## config.mk

```make
export PLATFORM = sky130hd
export DESIGN_NAME = calculator_core
export DESIGN_NICKNAME = d
export VERILOG_FILES = /design/src/rtl/calculator_core.sv
export SDC_FILE = /design/constraint.sdc
export NUM_CORES = 1
export LEC_CHECK = 0
export CAP_MARGIN = 20
export CORE_MARGIN = 2
export CORE_UTILIZATION = 40
export CTS_CLUSTER_DIAMETER = 60
export DETAILED_ROUTE_END_ITERATION = 8
export MAX_ROUTING_LAYER = met4
export PLACE_DENSITY = 0.64
export SLEW_MARGIN = 25
export SYNTH_ARGS = -nofsm -noshare
export SYNTH_HDL_FRONTEND = slang
export SYNTH_SLANG_ARGS = --single-unit
```

## constraint.sdc

```tcl
create_clock -name clk -period 6.5 [get_ports clk]
set_clock_uncertainty 0.15 [all_clocks]
set_input_delay 0.65 -clock clk [delete_from_list [all_inputs] [get_ports clk]]
set_output_delay 0.65 -clock clk [all_outputs]
set_load 0.01 [all_outputs]
```

## src/rtl/calculator_core.sv

```systemverilog
// Calculator datapath: single-cycle add/sub, WIDTH-iteration shift-add multiply
// and restoring divide, framed by an in_valid/in_ready accept and an out_valid pulse.
module calculator_core #(
    parameter int WIDTH = 8
) (
    input  logic               clk,
    input  logic               rst,
    input  logic [WIDTH-1:0]   dat_a_in,
    input  logic [WIDTH-1:0]   dat_b_in,
    input  logic [1:0]         function_in,
    input  logic               in_valid,
    output logic               in_ready,
    output logic [2*WIDTH-1:0] out,
    output logic               out_valid,
    output logic               err
);

    localparam int CW = (WIDTH > 1) ? $clog2(WIDTH) : 1;

    localparam logic [1:0] ST_IDLE = 2'd0;
    localparam logic [1:0] ST_CALC = 2'd1;
    localparam logic [1:0] ST_DONE = 2'd2;

    localparam logic [1:0] OP_ADD = 2'b00;
    localparam logic [1:0] OP_SUB = 2'b01;
    localparam logic [1:0] OP_MUL = 2'b10;
    localparam logic [1:0] OP_DIV = 2'b11;

    logic [1:0]         state_q, state_d;
    logic [WIDTH-1:0]   a_q, a_d;
    logic [WIDTH-1:0]   b_q, b_d;
    logic [1:0]         op_q, op_d;
    logic [CW-1:0]      cnt_q, cnt_d;
    logic [2*WIDTH-1:0] acc_q, acc_d;
    logic [WIDTH-1:0]   rem_q, rem_d;
    logic [WIDTH-1:0]   quot_q, quot_d;
    logic [2*WIDTH-1:0] out_q, out_d;
    logic               err_q, err_d;

    // Single-cycle results computed straight from the live operand inputs.
    logic [2*WIDTH-1:0] sum_w;
    logic [2*WIDTH-1:0] diff_w;

    assign sum_w  = {{WIDTH{1'b0}}, dat_a_in} + {{WIDTH{1'b0}}, dat_b_in};
    assign diff_w = {{WIDTH{1'b0}}, dat_a_in} - {{WIDTH{1'b0}}, dat_b_in};

    // One multiply iteration: add A shifted by the current bit position of B.
    logic               last_iter;
    logic [2*WIDTH-1:0] addend_w;
    logic [2*WIDTH-1:0] mul_acc_w;

    assign last_iter = (cnt_q == CW'(WIDTH - 1));
    assign addend_w  = b_q[cnt_q] ? ({{WIDTH{1'b0}}, a_q} << cnt_q) : '0;
    assign mul_acc_w = acc_q + addend_w;

    // One restoring-divide iteration, dividend bits consumed MSB first.
    logic [CW-1:0]      bit_idx;
    logic [WIDTH:0]     trial_w;
    logic [WIDTH:0]     trial_sub_w;
    logic               fits_w;
    logic [WIDTH-1:0]   rem_next_w;
    logic [WIDTH-1:0]   quot_next_w;

    assign bit_idx     = CW'(WIDTH - 1) - cnt_q;
    assign trial_w     = {rem_q, a_q[bit_idx]};
    assign trial_sub_w = trial_w - {1'b0, b_q};
    assign fits_w      = (trial_w >= {1'b0, b_q});
    assign rem_next_w  = fits_w ? trial_sub_w[WIDTH-1:0] : trial_w[WIDTH-1:0];
    assign quot_next_w = {quot_q[WIDTH-2:0], fits_w};

    always_comb begin
        state_d = state_q;
        a_d     = a_q;
        b_d     = b_q;
        op_d    = op_q;
        cnt_d   = cnt_q;
        acc_d   = acc_q;
        rem_d   = rem_q;
        quot_d  = quot_q;
        out_d   = out_q;
        err_d   = err_q;

        case (state_q)
            ST_IDLE: begin
                if (in_valid) begin
                    a_d    = dat_a_in;
                    b_d    = dat_b_in;
                    op_d   = function_in;
                    cnt_d  = '0;
                    acc_d  = '0;
                    rem_d  = '0;
                    quot_d = '0;
                    if (function_in == OP_ADD || function_in == OP_SUB) begin
                        out_d   = (function_in == OP_SUB) ? diff_w : sum_w;
                        err_d   = 1'b0;
                        state_d = ST_DONE;
                    end else begin
                        state_d = ST_CALC;
                    end
                end
            end

            ST_CALC: begin
                if (op_q == OP_MUL) begin
                    acc_d = mul_acc_w;
                end else begin
                    rem_d  = rem_next_w;
                    quot_d = quot_next_w;
                end
                cnt_d = cnt_q + CW'(1);

                if (last_iter) begin
                    cnt_d   = '0;
                    state_d = ST_DONE;
                    if (op_q == OP_MUL) begin
                        out_d = mul_acc_w;
                        err_d = 1'b0;
                    end else if (op_q == OP_DIV && b_q == '0) begin
                        // Divide by zero still runs the full iteration count.
                        out_d = '1;
                        err_d = 1'b1;
                    end else begin
                        out_d = {rem_next_w, quot_next_w};
                        err_d = 1'b0;
                    end
                end
            end

            ST_DONE: begin
                state_d = ST_IDLE;
            end

            default: begin
                state_d = ST_IDLE;
            end
        endcase
    end

    always_ff @(posedge clk or posedge rst) begin
        if (rst) begin
            state_q <= ST_IDLE;
            a_q     <= '0;
            b_q     <= '0;
            op_q    <= OP_ADD;
            cnt_q   <= '0;
            acc_q   <= '0;
            rem_q   <= '0;
            quot_q  <= '0;
            out_q   <= '0;
            err_q   <= 1'b0;
        end else begin
            state_q <= state_d;
            a_q     <= a_d;
            b_q     <= b_d;
            op_q    <= op_d;
            cnt_q   <= cnt_d;
            acc_q   <= acc_d;
            rem_q   <= rem_d;
            quot_q  <= quot_d;
            out_q   <= out_d;
            err_q   <= err_d;
        end
    end

    assign in_ready  = (state_q == ST_IDLE);
    assign out_valid = (state_q == ST_DONE);
    assign out       = out_q;
    assign err       = err_q;

endmodule
```

# Word-level counts from Yosys, hierarchy flattened
# Cells that the tools add are included.
[op_classes]
n_addsub = 6
n_lt_le_gt_ge = 3
eq_ne = 11
shift = 1
mux = 34
reduce_logical = 12
[op_table]
columns = ["op", "count"]
rows = [
  ["16-bit two-way mux", 9],
  ["16-bit case mux with 2 select lines", 2],
  ["8-bit two-way mux", 3],
  ["16-bit adder", 1],
  ["8-bit case mux with 2 select lines", 1],
  ["8-bit by 3-bit left shift with 16-bit output", 1],
  ["7-bit case mux with 2 select lines", 1],
  ["8-bit by 8-bit adder with 9-bit output", 1],
  ["9-bit by 8-bit >= comparator with 1-bit output", 1],
  ["8-bit by 8-bit subtractor with 9-bit output", 1],
  ["8-bit zero test", 1],
  ["3-bit by 4-bit less-than comparator with 1-bit output (second input constant)", 2],
  ["2-bit inequality test (second input constant)", 4],
  ["8-bit subtractor", 1],
  ["1-bit two-way mux", 7],
  ["7-bit two-way mux", 1],
  ["1-bit binary-select mux with 3-bit select", 2],
  ["2-bit equality test (second input constant)", 3],
  ["2-bit two-way mux", 3],
  ["3-bit two-way mux", 2],
  ["3-bit case mux with 2 select lines", 1],
  ["2-bit AND reduction", 3],
  ["3-bit AND reduction", 2],
  ["2-bit by 1-bit equality test with 1-bit output (second input constant)", 2],
  ["11 further kinds", 12],
]
[word_totals]
register_bits = 71
input_bits = 21
output_inout_bits = 19
wordCells = 77

# Longest topological paths before layout
[logic_depth]
ltp_word = 9
mapped_depth = 15
depth_no_buf = 14

# Worst setup path after synthesis
# Ideal clock, no wire load.
[synth_timing]
path_type = "register to register"
from = "reg cnt_q[0]"
to = "reg out_q[12], in the netlist out[12]"
setup_time_ns = 0.095
t_arrival_ns = 3.075
t_required_ns = 6.255
slack_ns = 3.180
stages_incl_launch_ff = 15
path_buffers = 2
cell_sequence = "dfrtp_1 -> buf_4 -> mux4_2 -> nand2_1 -> and2_1 -> clkbuf_1 -> nor2_1 -> ha_1 -> a21o_1 -> a31o_1 -> or3_1 -> o22ai_2 -> xnor2_1 -> nor2_1 -> o31ai_1"
[synth_between]
elab_chain_cells = 9
elab_cells_between_ends = 18
classes_between = "3 x add/sub; 1 x order compare; 2 x eq/ne; 1 x shift; 10 x mux; 1 x reduce/logical"
[synth_lines]
columns = ["item", "line", "rtl"]
rows = [
  ["start, declared", "33", "logic [CW-1:0] cnt_q, cnt_d;"],
  ["start signal, assigned", "156", "cnt_q <= cnt_d;"],
  ["3-bit subtractor", "64", "assign bit_idx = CW'(WIDTH - 1) - cnt_q;"],
  ["1-bit binary-select mux with 3-bit select", "65", "assign trial_w = {rem_q, a_q[bit_idx]};"],
  ["1-bit two-way mux (not written as such)", "65", ""],
  ["8-bit subtractor or 9-bit by 8-bit >= comparator with 1-bit output (tied branches)", "66, 67", ""],
  ["8-bit two-way mux", "68", "assign rem_next_w = fits_w ? trial_sub_w[WIDTH-1:0] : trial_w[WIDTH-1:0];"],
  ["16-bit two-way mux", "118", "end else if (op_q == OP_DIV && b_q == '0) begin"],
  ["16-bit two-way mux", "115", "if (op_q == OP_MUL) begin"],
  ["16-bit two-way mux", "112", "if (last_iter) begin"],
  ["16-bit case mux with 2 select lines", "83", "case (state_q)"],
  ["end signal, assigned", "160", "out_q <= out_d;"],
  ["end, declared", "37", "logic [2*WIDTH-1:0] out_q, out_d;"],
]
# Parallel ways exist; a longest one is shown, timed or not. The select of a mux whose other input is x is not followed.
# A chain may end at the register's enable or synchronous reset.

# Worst setup path in the final report
[layout_timing]
from = "reg cnt_q[0]"
to = "reg out_q[7], in the netlist out[7]"
[layout_between]
elab_chain_cells = 7
elab_cells_between_ends = 11
classes_between = "1 x add/sub; 2 x eq/ne; 1 x shift; 6 x mux; 1 x reduce/logical"
[layout_lines]
columns = ["item", "line", "rtl"]
rows = [
  ["1-bit binary-select mux with 3-bit select", "53", "assign addend_w = b_q[cnt_q] ? ({{WIDTH{1'b0}}, a_q} << cnt_q) : '0;"],
  ["1-bit two-way mux (not written as such)", "53", ""],
  ["16-bit two-way mux", "53", ""],
  ["16-bit adder", "54", "assign mul_acc_w = acc_q + addend_w;"],
  ["16-bit two-way mux", "115", ""],
  ["16-bit two-way mux", "112", ""],
  ["16-bit case mux with 2 select lines", "83", ""],
]
# Parallel ways exist; a longest one is shown, timed or not. The select of a mux whose other input is x is not followed.

==> summary.txt <==
Clocking
  • Post_cts resized: 0
  • Clock buffer count from CTS: 9
  • CTS max path bufs: 2
  • Clk slew on worst S/H paths: 60 ps
  • Post-CTS Setup Repair Bufs: 0
  • Sink Count: 71
  • Htree depth: 3
  • Root Buffer: clkbuf_16
  • Clk Latency, worst-skew pair: 340 ps
  • # hold bufs at CTS: 0
  • CTS tree: done

Synthesis
  • Sequential share of the synthesized area: 34.68%
  • Top cells by count, synth: 76 x nand2_1, 71 x dfrtp_1, 53 x nor2_1
  • Synth unique cells: 68
  • Most used DFF post-synth: dfrtp_1
  • Syn_nets: 642
  • Number of flops mapped to enable cells by yosys: 0
  • Post-Syn Instances: 576
  • Ys Warns: 0
  • Synth top area share: 34.68%
  • Avg Cell Area, Syn: 8.895 sq um
  • Mapped Area: 0.005124 sq mm
  • Synth area leaders: dfrtp_1 35%, ha_1 10%, nand2_1 5.6%
  • Cell with the most instances after synthesis: nand2_1
  • Area leader, netlist: dfrtp_1
  • Synth async-reset ratio: 100.0%
  • Register bit count reported by yosys: 71

STA
  • Max Freq: 261.2 MHz
  • Rel. slew slack: 36.42%
  • Setup TNS: 0 ps
  • Worst Tran Pin Value: 949.4 ps
  • Final Hold Fails: 0
  • Slew Limit Fails: 0
  • Tmin final: 3828 ps
  • Endpoints failing setup: 0
  • RSZ-0062 raised after global routing: no
  • Tcrit/Tclk final: 58.90%

Floorplanning
  • Initial core utilization: 40.77%
  • Die Height: 117.2 um
  • Core ar.: 0.01257 sq mm
  • Die W: 117.2 um
  • Die ar.: 0.01373 sq mm
  • Rows: 41
  • Total I/O pin count: 40

Global route
  • Overall fraction of global-route tracks in use: 22.86%
  • Initial antenna violation count: 0
  • Vias in the first global route: 4506
  • Largest net degree at the start of global routing: 72
  • GRT overflow: 0
  • First-pass GRT wire length: 23250 um

Route
  • DR vias: 4450
  • 1st-pass router iterations: 4
  • Wire per inst: 18.04 um
  • ANT nets after route: 0
  • DRT iter0 DRCs: 278
  • DRC errors left: 0
  • Drt total wl: 14090 um
  • Via-per-instance ratio: 5.698

Critical path
  • Crit. End Element: flop
  • Worst-path fanout max: 15
  • Critical Path AT: 3880 ps
  • WP depth: 11
  • Register-to-register setup slack: 2670 ps
  • Worst R2R End: out[7]
  • Reg2reg start: cnt_q[0]
  • Crit path launch type: flop
  • Cell family with most CP delay: compound AO/OA/AOI/OAI gates
  • Worst path cell trace: mux4_2 -> nand2_1 -> and2_1 -> a211oi_1 -> ha_1 -> a211o_1 -> o21ai_2 -> xor2_1 -> a21oi_1 -> a211oi_1 -> o311ai_1
  • Crit Path Category: reg -> reg
  • Worst setup path start: cnt_q[0]
  • Critical Path End: out[7]
  • Top cell by count, worst path: a211oi_1
  • Slowest-stage cell, CP: dfrtp_1
  • CP max stage delay: 710 ps
  • Number of buffers and inverters on the critical path: 0
  • Worst R2R Path Depth: 11
  • Required time of the worst setup path: 6560 ps

Status
  • Status: finished clean

Place
  • GP Congestion: 0.9217
  • Post-Place Cells: 765
  • DP HPWL: 10550 um
  • Port Buffers: 39

Cells and area
  • Register Area: 0.001777 sq mm
  • Layout fillers: 1243
  • Antenna Cells: 0
  • Multi-input logic area: 0.003117 sq mm
  • Final std cells w/o fill: 781
  • Area growth syn-to-layout: 15.97%
  • Layout cell share with drive strength beyond 1: 6.897%
  • Nets@finish: 671

Power and ir drop
  • Maximum vdd drop: 0.0003272 V
  • Leakage: 2.787 nW
  • Pwr dens: 499.0 mW/mm^2

Run
  • Max cap viols: 0

Min path
  • Min-Delay Path Class: reg -> reg
metrics by stage:
step / cell area [sq um] / total power (W) / setup slack [ps] / hold slack [ps] / util (%)
2_1_floorplan: 5124 / 0.001978 / 3180 / 306.3 / -
3_3_place_gp: 5629 / 0.002428 / 2824 / 326.0 / 44.79
3_5_place_dp: 5632 / 0.002458 / 2710 / 328.0 / 44.81
4_1_cts: 5912 / 0.002951 / 2696 / 342.6 / 47.04
5_1_grt: 5942 / 0.003191 / 2419 / 359.1 / 47.28
6_report: 5942 / 0.002965 / 2672 / 343.2 / 47.28
registers in the layout, indices dropped and copies added (netlist names):
| register | count |
|---|---|
| a_q | 8 |
| acc_q | 16 |
| b_q | 8 |
| cnt_q | 3 |
| err | 1 |
| op_q | 2 |
| out | 16 |
| quot_q | 7 |
| rem_q | 8 |
| state_q | 2 |
cell usage in the layout (no fill, tap or decap), drive strengths merged, types with 5 or more instances in the layout:
cell type / count
a31oi: 8
o31ai: 6
a211oi: 6
a22o: 21
a21o: 9
xor2: 7
dfrtp: 71
ha: 41
mux2i: 15
clkbuf: 11
mux2: 5
nand2: 77
and3: 5
o211ai: 5
inv: 30
clkdlybuf4s50: 39
nor3: 9
nor2: 54
o221ai: 8
o21ai: 40
a21oi: 35
nor2b: 8
nand2b: 11
nand3: 9
xnor2: 14
o21bai: 7
where the power goes:
group,switching (W),internal (W)
combinational,0.000981,0.000689
sequential,0.000186,0.000626
clock,0.000189,0.000294
final cells by class:
class / instances / share of cell area, %
Multi-Input combinational cell: 450 / 52.45
Sequential cell: 71 / 29.90
Timing Repair Buffer: 43 / 7.412
Clock buffer: 11 / 3.917
Tap cell: 172 / 3.622
Inverter: 30 / 1.895
Clock inverter: 4 / 0.8002
how the worst min path moves through the flow:
stage / cells past startpoint / from / endpoint / slack [ps]
2_1_floorplan: 2 / acc_q[10] / acc_q[10] / 310
3_3_place_gp: 2 / acc_q[11] / acc_q[11] / 330
3_5_place_dp: 2 / acc_q[13] / acc_q[13] / 330
4_1_cts: 2 / acc_q[13] / acc_q[13] / 340
5_1_grt: 2 / acc_q[13] / acc_q[13] / 360
6_report: 2 / acc_q[13] / acc_q[13] / 340
layer usage:
metal | up-vias | global-route usage, % | routed length, um
met2 | 118 | 34.98 | 6418
met3 | 26 | 3.811 | 538
met4 | 0 | 8.157 | 359
met1 | 2170 | 30.75 | 6772
li1 | 2136 | - | -
met5 | - | - | 0
worst min-delay path, stage by stage, from the launching register on:
cell,delay [ps]
dfrtp_1,350
nand2_1,50
o21ai_0,60
cell families after synthesis:
group,synth area share (%)
mux,4.908
compound gates,23.86
simple gates,16.75
buf+inv,4.640
flops,34.68
fa+ha+maj,11.58
xor+xnor,3.590
(Power assumes the default switching activity.)
==> RTL edit 1: new RTL, same flow settings <==
Reset style: synchronous (`rst`), changed in one clocked block.
--- a/src/rtl/calculator_core.sv
+++ b/src/rtl/calculator_core.sv
@@ -136,7 +136,7 @@
         endcase
     end
 
-    always_ff @(posedge clk or posedge rst) begin
+    always_ff @(posedge clk) begin
         if (rst) begin
             state_q <= ST_IDLE;
             a_q     <= '0;
Behaviour: differs if rst is asserted again (counterexample within 4 cycles, from zero or initial values and one cycle with rst high); with rst held inactive, the same outputs for 4 cycles.
==> RTL edit 1 against the unedited design <==
  * Maximum frequency fell by 7.1%
  * Wire length hardly changed
  * Synthesized area decreased by 4.1%
  * Worst setup slack worse by 0.29 ns
  * Hold slack got worse by 0.031 ns
  * Final area is 4.2% lower
  * Sequential cell count unchanged
  * Highest routed layer unchanged
Power is not compared: it rests on default switching activity, and its combinational part moved more than twofold at a synthesized area within 25%.
==> RTL edit 1: results (changes against the unedited design) <==
| Metric | Value | vs unedited |
|---|---|---|
| CTS Buf Count | 9 | unchanged |
| Proportion of synthesized area in mux cells | 5.52% | +0.62 points |
| Fraction of registers with async set or reset after synthesis | 0% | -100 points |
| Maximum net fanout on the critical path | 21 | +6 |
| Clock H-tree levels | 3 | unchanged |
| Largest incremental delay on the critical path | 0.84 ns | +0.13 ns |
| Post-detailed-placement half-perimeter wirelength | 10600 um | +0.53% |
| Clock root buffer | clkbuf_16 |  |
| Post-detailed-route wirelength per cell | 17.4 um | -3.6% |
| Leakage component of the power | 2.24 nW |  |
| Sequential cell area fraction in the yosys report | 28.9% | -5.8 points |
| Setup fix buffers added after clock tree synthesis | 0 | unchanged |
| Fraction of synthesized cell area in xor and xnor cells | 3.56% | -0.026 points |
| Number of unique standard cell types used by synthesis | 58 | -15% |
| Synth Net Count | 703 | +9.5% |
| Class of the most critical hold timing path | reg2reg |  |
| Dominant cells by area after synthesis | dfxtp_1 29%, ha_1 10%, a21oi_1 8.4% |  |
| Diode count | 0 | unchanged |
| Synthesized-area fraction occupied by adder cells | 12.1% | +0.49 points |
| Post-Route Hold Slack | 0.312 ns | -0.0310 ns |
| Yosys warning total | 0 | unchanged |
| Vias in the first global route | 4354 | -3.4% |
| Initial antenna violation count | 0 | unchanged |
| Pre-CTS setup slack | 2.40 ns | -0.312 ns |
| Global-route wire length before repair | 22700 um | -2.2% |
| Routed vias | 4636 | +4.2% |
| Compound-cell area share of the yosys netlist | 24.7% | +0.86 points |
| TritonRoute pass-1 iters | 5 | +1 |
| CP Data Arrival Time | 4.23 ns | +0.35 ns |
| Clock latency on the worst-skew pair | 0.34 ns | about the same |
| GR Util All Layers | 22.8% | -0.088 points |
| Largest delay share family, worst path | compound AO/OA/AOI/OAI gates |  |
| Cells after DPL | 794 | +3.8% |
| Number of gates resized after CTS | 0 | unchanged |
| Normalized max-slew margin | 30.0% | -6.5 points |
| Post-CTS clock slew at the launch and capture registers of the worst setup and hold paths | 0.06 ns | about the same |
| Maximum number of pins on one net before global-route repair | 73 | +1.4% |
| Final nets | 724 | +7.9% |
| Cell type of the slowest stage on the worst timing path | dfxtp_1 |  |
| Layout cells sized above 1 | 5.13% | -1.8 points |
| Placer's final routability congestion estimate | 0.957 | +3.8% |
| Most instantiated cells after synthesis | 92 x nand2_1, 82 x a21oi_1, 71 x dfxtp_1 |  |
| Maximum resistive drop on vdd | 125 uV |  |
| Run status | complete, no violations |  |
| Area post-placement | 5380 um2 | -4.4% |
| Number of buffer cells added on primary ports | 39 | unchanged |
| Bufs on Longest Clock Path | 2 | unchanged |
| Min setup slack post-route | 2.38 ns | -0.293 ns |
| Drt first-iter violations | 389 | +40% |
| Vias/cell | 5.72 | +0.45% |
| Top_reg_cell synth | dfxtp_1 |  |
| Number of instances in the synthesized netlist | 637 | +11% |
| DRC viols | 0 | unchanged |
-- RTL edit 1: changes by cell type after synthesis, sizes merged, moves of 8 or more --
| cell | before | now |
|---|---|---|
| a21oi | 35 | 82 |
| nand2 | 77 | 92 |
| clkbuf | 12 | 27 |
| a22o | 21 | 0 |
| nor2 | 54 | 67 |
| buf | 13 | 5 |
| o21ai | 40 | 24 |
| dfxtp | 0 | 71 |
| a22oi | 0 | 13 |
| dfrtp | 71 | 0 |
| nand3 | 9 | 17 |
-- RTL edit 1: final timing paths --
check,startpoint,end,cells after the start
max,cnt_q[0]$_SDFFE_PP0P_,out[8]$_SDFFE_PP0P_,12
min,quot_q[6]$_SDFFE_PP0P_,quot_q[6]$_SDFFE_PP0P_,2
max reg2reg,cnt_q[0]$_SDFFE_PP0P_,out[8]$_SDFFE_PP0P_,12
min reg2reg,quot_q[6]$_SDFFE_PP0P_,quot_q[6]$_SDFFE_PP0P_,2
-- RTL edit 1: power breakdown --
group	switching, mW	leakage, nW	internal (mW)
logic	0.154	1.51	0.108
clock network	0.191	0.146	0.308
registers	0.0204	0.578	0.454
-- RTL edit 1: layout make-up --
type	count	area, um2
Clock buffer	11	243
Inverter	32	120
Clock inverter	5	56.3
Tap cell	147	184
Multi-Input combinational cell	502	3260
Sequential cell	71	1420
Fill cell	1181	6320
Timing Repair Buffer	42	408
-- RTL edit 1: per-layer routing --
layer  GRT usage, %  vias up  part of all wire, %
li1               -     2308                    -
met1           30.6     2172                   47
met2           35.6      139                   47
met3           3.58       17                  3.9
met4           6.35        0                  1.6
met5              -        -                    0
-- RTL edit 1: tightest hold or removal path, delay by kind of cell, from the launching register on --
| family | cells | cell delay [ns] |
|---|---|---|
| DFF | 1 | 0.31 |
| and+or+nand+nor | 1 | 0.05 |
| AOI/OAI and AO/OA | 1 | 0.05 |
==> RTL edit 2: new RTL, same flow settings <==
Without the edit above. The parameter `WIDTH` goes from 8 to 16.
--- a/src/rtl/calculator_core.sv
+++ b/src/rtl/calculator_core.sv
@@ -1,7 +1,7 @@
 // Calculator datapath: single-cycle add/sub, WIDTH-iteration shift-add multiply
 // and restoring divide, framed by an in_valid/in_ready accept and an out_valid pulse.
 module calculator_core #(
-    parameter int WIDTH = 8
+    parameter int WIDTH = 16
 ) (
     input  logic               clk,
     input  logic               rst,
Interface: changed (resized dat_a_in, dat_b_in and out); port bits go from 40 to 72. The function was not compared with the original's and may differ.
==> RTL edit 2 against the unedited design <==
  * Sequential share of layout area shrank 1.9 points
  * Total power up 93%
  * Final area grew 100%
  * Sequential cell count up 65
  * Synthesized area grew 110%
  * Wire length grew 120%
  * Global-route usage is 0.79 points higher
  * Worst setup slack lost 1.5 ns
  * Critical path type unchanged
  * Largest cell class unchanged
  * Largest power group unchanged
==> RTL edit 2: results (changes against the unedited design) <==
| Metric | Value | vs unedited |
|---|---|---|
| Filler cell count in the final layout | 2549 | +110% |
| Cells after DPL | 1621 | +110% |
| Top_reg_cell synth | dfrtp_1 |  |
| Vias/cell | 5.75 | +0.83% |
| Global-route wire length before repair | 50500 um | +120% |
| Clock latency on the worst-skew pair | 0.43 ns | +0.09 ns |
| Vias in the first global route | 8862 | +97% |
| Post-detailed-placement half-perimeter wirelength | 24300 um | +130% |
| Synth Net Count | 1391 | +120% |
| Fraction of power consumed by sequential logic | 25.4% | -2.0 points |
| TritonRoute pass-1 iters | 8 | +4 |
| Run status | complete, no violations |  |
| Slew @ Worst Pin | 0.992 ns | +0.0425 ns |
| Placer's final routability congestion estimate | 0.929 | +0.84% |
| Post-detailed-route wirelength per cell | 19.1 um | +6.1% |
| Leakage component of the power | 5.60 nW | +100% |
| Pre-CTS setup slack | 1.18 ns | -1.53 ns |
| Avg Inst Size Synth | 8.37 um2 | -5.9% |
| Area post-placement | 11600 um2 | +110% |
| Drt first-iter violations | 877 | +220% |
| Maximum resistive drop on vdd | 259 uV | -21% |
| Switching share of power | 47.0% | +1.2 points |
| Sequential cell area fraction in the yosys report | 32.0% | -2.7 points |
| Maximum net fanout on the critical path | 32 | +17 |
| GR Util All Layers | 23.7% | +0.79 points |
| CP Data Arrival Time | 5.46 ns | +1.58 ns |
| Routed vias | 9491 | +110% |
| CTS Buf Count | 17 | +8 |
| Cell Pwr Density | 471 nW/um2 | -5.5% |
| Number of buffer cells added on primary ports | 71 | +82% |
| Dominant cells by area after synthesis | dfrtp_1 32%, ha_1 9.4%, nand2_1 6.2% |  |
| Total clock network power | 979 uW | +100% |
| Most instantiated cells after synthesis | 175 x nand2_1, 136 x dfrtp_1, 128 x nor2_1 |  |
| Layout cells sized above 1 | 7.21% | +0.32 points |
[RTL edit 2: cell types whose count changed after synthesis, moves of 39 or more]
cell / delta
a21oi_1: +43
dfrtp_1: +65
ha_1: +39
nand2_1: +99
nor2_1: +75
o21ai_0: +47
[RTL edit 2: worst paths after layout]
check,slack [ns],cells after the start,startpoint,end
worst max-delay path,1.21,14,cnt_q[2]$_DFFE_PP0P_,out[24]$_DFFE_PP0P_
worst min-delay path,0.34,2,err$_DFFE_PP0P_,err$_DFFE_PP0P_
worst max register to register,1.21,14,cnt_q[2]$_DFFE_PP0P_,out[24]$_DFFE_PP0P_
worst min register to register,0.34,2,err$_DFFE_PP0P_,err$_DFFE_PP0P_
max in group asynchronous,4.31,3,rst,cnt_q[3]$_DFFE_PP0P_
min in group asynchronous,0.60,2,rst,quot_q[10]$_DFFE_PP0P_
[RTL edit 2: layout make-up]
type                    instances  area (um2)  share of cell area [%]
multi-input cells             998        6700                    55.1
flip-flops and latches        136        3400                    28.0
repair buffers                 82         793                    6.52
clock buffers                  19         443                    3.64
well taps                     335         419                    3.45
inverters                      70         268                    2.20
clock inverters                12         140                    1.15
[RTL edit 2: layer usage]
metal | up-vias | share of wire (%) | global-route usage, %
met3 | 31 | 4.9 | 3.35
met5 | - | 0 | -
met1 | 4539 | 48 | 33.4
met4 | 0 | 1.8 | 6.30
li1 | 4653 | - | -
met2 | 268 | 45 | 35.6
[RTL edit 2: logic make-up (layout without fill, tap and decap cells)]
family / Yosys count / count (layout) / share of synthesized area [%]
xor+xnor: 45 / 45 / 3.71
flops: 136 / 136 / 32.0
buf+inv: 136 / 183 / 5.08
compound gates: 381 / 381 / 24.2
fa+ha+maj: 84 / 84 / 10.2
mux: 68 / 68 / 7.31
simple gates: 420 / 420 / 17.5
